--- src/rtl/pipe_stage_buf.sv ---
// Elastic pipeline-stage buffer: a small circular FIFO with valid/ready handshake,
// a stall input that freezes the head, a flush input, and a bubble value shown when empty.
module pipe_stage_buf #(
  parameter int                       PAYLOAD_WIDTH = 96,
  parameter int                       DEPTH         = 2,
  parameter logic [PAYLOAD_WIDTH-1:0] BUBBLE        = '0,
  parameter int                       CNT_WIDTH     = $clog2(DEPTH + 1)
) (
  input  logic                     clk,
  input  logic                     rst_n,
  input  logic                     in_valid,
  output logic                     in_ready,
  input  logic [PAYLOAD_WIDTH-1:0] in_data,
  output logic                     out_valid,
  input  logic                     out_ready,
  output logic [PAYLOAD_WIDTH-1:0] out_data,
  input  logic                     hold_i,
  input  logic                     flush_i,
  output logic [CNT_WIDTH-1:0]     count_o,
  output logic                     overflow_o
);

  localparam int                     PTR_WIDTH = (DEPTH > 1) ? $clog2(DEPTH) : 1;
  localparam logic [CNT_WIDTH-1:0]   DEPTH_C   = CNT_WIDTH'(DEPTH);
  localparam logic [PTR_WIDTH-1:0]   PTR_LAST  = PTR_WIDTH'(DEPTH - 1);

  logic [PAYLOAD_WIDTH-1:0] mem_r [DEPTH];
  logic [PTR_WIDTH-1:0]     rd_ptr_r;
  logic [PTR_WIDTH-1:0]     wr_ptr_r;
  logic [CNT_WIDTH-1:0]     count_r;
  logic                     overflow_r;
  logic                     not_empty_s;
  logic                     push_s;
  logic                     pop_s;

  // DEPTH need not be a power of two, so wrap by compare rather than by masking.
  function automatic logic [PTR_WIDTH-1:0] ptr_next(input logic [PTR_WIDTH-1:0] p);
    return (p == PTR_LAST) ? '0 : p + PTR_WIDTH'(1);
  endfunction

  // in_ready depends on registered occupancy only, so a full buffer refuses a push even while popping.
  assign in_ready    = (count_r < DEPTH_C);
  assign not_empty_s = (count_r != '0);
  assign out_valid   = not_empty_s & ~hold_i;
  assign out_data    = not_empty_s ? mem_r[rd_ptr_r] : BUBBLE;
  assign push_s      = in_valid & in_ready & ~flush_i;
  assign pop_s       = out_valid & out_ready & ~flush_i;
  assign count_o     = count_r;
  assign overflow_o  = overflow_r;

  // Payload storage, deliberately left unreset.
  always_ff @(posedge clk) begin
    if (rst_n && push_s) begin
      mem_r[wr_ptr_r] <= in_data;
    end
  end

  // Occupancy, pointers and sticky overflow flag; reset beats flush beats push/pop.
  always_ff @(posedge clk) begin
    if (!rst_n) begin
      count_r    <= '0;
      rd_ptr_r   <= '0;
      wr_ptr_r   <= '0;
      overflow_r <= 1'b0;
    end else if (flush_i) begin
      count_r  <= '0;
      rd_ptr_r <= '0;
      wr_ptr_r <= '0;
    end else begin
      if (push_s) begin
        wr_ptr_r <= ptr_next(wr_ptr_r);
      end
      if (pop_s) begin
        rd_ptr_r <= ptr_next(rd_ptr_r);
      end
      case ({push_s, pop_s})
        2'b10:   count_r <= count_r + CNT_WIDTH'(1);
        2'b01:   count_r <= count_r - CNT_WIDTH'(1);
        default: count_r <= count_r;
      endcase
      if (in_valid && !in_ready) begin
        overflow_r <= 1'b1;
      end
    end
  end

  pipe_stage_buf_chk #(
    .DEPTH     (DEPTH),
    .CNT_WIDTH (CNT_WIDTH)
  ) u_chk (
    .clk      (clk),
    .rst_n    (rst_n),
    .count    (count_r),
    .push     (push_s),
    .pop      (pop_s),
    .in_ready (in_ready)
  );

endmodule

// Occupancy invariants: bounded by DEPTH, no pop when empty, no push when full.
module pipe_stage_buf_chk #(
  parameter int DEPTH     = 2,
  parameter int CNT_WIDTH = $clog2(DEPTH + 1)
) (
  input logic                 clk,
  input logic                 rst_n,
  input logic [CNT_WIDTH-1:0] count,
  input logic                 push,
  input logic                 pop,
  input logic                 in_ready
);

  localparam logic [CNT_WIDTH-1:0] DEPTH_C = CNT_WIDTH'(DEPTH);

  count_le_depth: assert property (@(posedge clk) disable iff (!rst_n) count <= DEPTH_C);
  no_pop_empty:   assert property (@(posedge clk) disable iff (!rst_n) pop |-> (count != '0));
  no_push_full:   assert property (@(posedge clk) disable iff (!rst_n) push |-> in_ready);

endmodule

--- config.mk ---
export PLATFORM = sky130hd
export DESIGN_NAME = pipe_stage_buf
export DESIGN_NICKNAME = d
export VERILOG_FILES = /design/src/rtl/pipe_stage_buf.sv
export SDC_FILE = /design/constraint.sdc
export NUM_CORES = 1
export LEC_CHECK = 0
export ABC_CLOCK_PERIOD_IN_PS = 5900
export CORE_MARGIN = 3
export CORE_UTILIZATION = 43
export DETAILED_ROUTE_END_ITERATION = 10
export PLACE_DENSITY_LB_ADDON = 0.08
export SETUP_SLACK_MARGIN = 0.2
export SYNTH_ARGS = -nofsm -noshare
export SYNTH_HDL_FRONTEND = slang
export SYNTH_SLANG_ARGS = --single-unit
export TNS_END_PERCENT = 5
--- constraint.sdc ---
create_clock -name clk -period 5.9 [get_ports clk]
set_input_delay 1.18 -clock clk [delete_from_list [all_inputs] [get_ports clk]]
set_output_delay 1.18 -clock clk [all_outputs]
set_load 0.005 [all_outputs]
==> key figures <==
Die
  – DIE AREA: ~0.019 mm²
  – Die Span Y: 138 µm
  – Die width: 138 µm
  – Core footprint: between 0.015 and 0.02 mm²
  – Starting Density: 44.5%
  – Io pins: 203
  – Row count: 47

Clocking
  – Post-cts resize count: 0
  – Root Buffer: clkbuf_16
  – TritonCTS clock tree: done
  – CTS Buffer Depth: 2
  – Post-CTS setup buffers: 0
  – H-tree Lvls: 4
  – Clock latency on the worst-skew pair: 0.42 ns
  – Clock slew at reported path FFs: 0.07 ns
  – CTS hold repair buffers: 0
  – Total CTS buffers: 17
  – CTS sink count: 198

Drt
  – Vias per cell: 4.85
  – Vias: 4,250
  – Wire per inst: around 18 µm
  – DRC Markers: 0
  – Final ANT Viol Nets: 0
  – Pre-antenna DRT Iters: 4
  – First DRT Iteration DRCs: 287
  – Drt total wl: between 15 and 20 mm

STA
  – Final hold viol count: 0
  – Final Max Tran Viols: 0
  – Final Cycle Share: 66.2%
  – Count of final setup violators: 0
  – Peak Freq: 256 MHz
  – Clock skew: around 0.008 ns
  – Final Critical Period: 3.91 ns
  – Setup ws final: 1.99 ns
  – Worst slew pin tran: 0.960 ns
  – Rel. slew slack: 36.0%
  – Setup TNS: 0 ns
  – RSZ-0062 raised after global routing: false

Critical path
  – Startpoint Class: flop
  – Worst EP arrival: around 2.7 ns
  – CP Class: reg2out
  – Worst setup EP type: output pin
  – Max FO, Critical Path: 54
  – Reg2reg path depth: 4
  – WP data required: 4.72 ns

Min path
  – Worst Hold Depth: 1
  – Hold Crit Class: reg2reg

Synthesis
  – Adder-Cell Fraction of Synth Area: 0.167%
  – Distinct cells, synth: 22
  – Fraction of synthesized cell area in xor and xnor cells: 0.351%
  – Mux contribution to synthesized area: 12.8%
  – Largest family of logic cells by synthesized area: multiplexers
  – Post-synth net total: 540
  – Synth Warn #: 0
  – Synth Instances: about 440
  – Post-synthesis sequential area ratio: 78.6%
  – Post-synthesis simple-gate area fraction: just under 6%
  – Syn Area/Cell: 17.1 µm²
  – Flops & latches, synth: just under 200
  – Compound-Gate Fraction of Synth Area: 0.434%
  – Post-Syn Area: 0.00749 mm²

Layout
  – Synthesis-to-finish area growth: 37.5%
  – Ant diodes: 0
  – Share of cells above drive strength 1: 6.39%
  – Nets: between 700 and 800
  – Post-Layout Cell Count: 877
  – Cell area after layout: 0.0103 mm²

Placement
  – Routability cong.: roughly 0.74
  – Placed instance area: 0.00975 mm²
  – HPWL after DPL: 10.2 mm
  – Port bufs: a little over 200
  – Pre-CTS setup slack: 2.06 ns
  – Dpl cells: ~850

Power and ir drop
  – Pleak: 3.20 nW
  – Maximum VDD drop: roughly 0.18 mV
  – Power per cell area: 274 mW/mm²

Global routing
  – First-pass GRT wire length: 23.1 mm
  – Global route total overflow: 0
  – Pin count of the biggest net entering global routing: 69
  – Initial antenna violation count: 0
  – Global Route Usage Sum: 16.3%
  – Vias in the first global route: 4,363

Run
  – Number of max-cap violations: 0

Outcome
  – Status: finished clean
cell families (layout without fill, tap and decap cells):
logic type                 after synthesis  after routing
muxes                                   96             96
DFF                                    198            198
AOI/OAI and AO/OA                        6              6
and+or+nand+nor                        110            110
adders and majority gates                1              1
xor gates and xnor gates                 3              3
buffers and inverters                   23            243
layout make-up:
cell class	instances	area (µm²)
Tap cell	220	275
Multi-Input combinational cell	216	1490
Fill cell	1313	6520
Clock inverter	15	130
Clock buffer	17	425
Sequential cell	198	5890
Inverter	2	7.51
Timing Repair Buffer	209	2090
registers in the layout, indices dropped and copies added (netlist names), named ones only:
signal      flops
mem_r         192
count_o         2
overflow_o      1
rd_ptr_r        1
wr_ptr_r        1
worst max-delay path, cell delays in order (launching register included):
cell and delay (ns):
dfxtp_4 0.98, buf_4 0.50, mux2i_1 0.27, nor2_1 0.07, clkdlybuf4s50_1 0.46
final timing paths:
| kind | start | to | slack [ns] |
|---|---|---|---|
| max reg2reg | count_o[1]$_SDFFE_PP0P_ | mem_r[0][18]$_DFFE_PP_ | 3.31 |
| min reg2reg | overflow_o$_SDFFE_PN0P_ | overflow_o$_SDFFE_PN0P_ | 0.48 |
| max | flop | out_data[61] | 1.99 |
| min | overflow_o$_SDFFE_PN0P_ | overflow_o$_SDFFE_PN0P_ | 0.48 |
where the power goes:
| group | switching, mW | leakage, nW | internal, mW |
|---|---|---|---|
| sequential | 0.00737 | 1.79 | 1.57 |
| clock | 0.493 | 0.259 | 0.582 |
| combinational | 0.0683 | 1.14 | 0.104 |
| total | 0.568 | 3.20 | 2.25 |
metrics by stage:
| stage | utilization, % | hold WS, ns | power [mW] |
|---|---|---|---|
| after floorplan | - | 0.464 | 1.65 |
| after global placement | 57.9 | 0.455 | 1.78 |
| after detailed placement | 57.9 | 0.470 | 1.78 |
| after CTS | 61.2 | 0.491 | 2.85 |
| after global routing | 61.2 | 0.527 | 2.92 |
| final | 61.2 | 0.481 | 2.82 |
cells in the final DEF (no fill, tap or decap):
cell / count
edfxtp_1: 192
nor3_1: 1
clkdlybuf4s50_1: 202
xor2_1: 1
o21a_1: 1
and3_4: 1
a21oi_1: 3
dfxtp_4: 1
nor2_4: 2
bufinv_16: 1
inv_6: 3
clkinv_4: 2
o21ai_0: 2
or3_1: 2
clkinv_2: 3
clkinvlp_4: 5
nand2_1: 1
nor3b_1: 2
xnor2_1: 2
nand2b_1: 2
dfxtp_1: 5
clkinv_1: 1
ha_1: 1
clkbuf_16: 17
inv_1: 2
buf_12: 1
nor2_1: 99
mux2i_1: 96
buf_4: 6
cells in the mapped netlist, drive strengths merged:
master    n  area share, %
and3      1          0.084
dfxtp     6            1.6
nor3      1          0.067
clkbuf    7           0.35
o21ai     2           0.13
nand2b    2           0.17
nor2    101            5.1
xnor2     2           0.23
inv       2           0.10
ha        1           0.17
buf      14            1.4
nor3b     2           0.20
o21a      1           0.10
mux2i    96             13
xor2      1           0.12
edfxtp  192             77
a21oi     3           0.20
nand2     1          0.050
or3       2           0.17
per-layer routing:
metal,vias up,routed length (µm),track usage (%)
li1,2039,-,-
met1,2056,6450,20.7
met2,143,7450,26.2
met3,12,1390,6.39
met4,0,155,4.61
met5,-,0,0
Note: power is estimated with default switching activity, not from simulation.
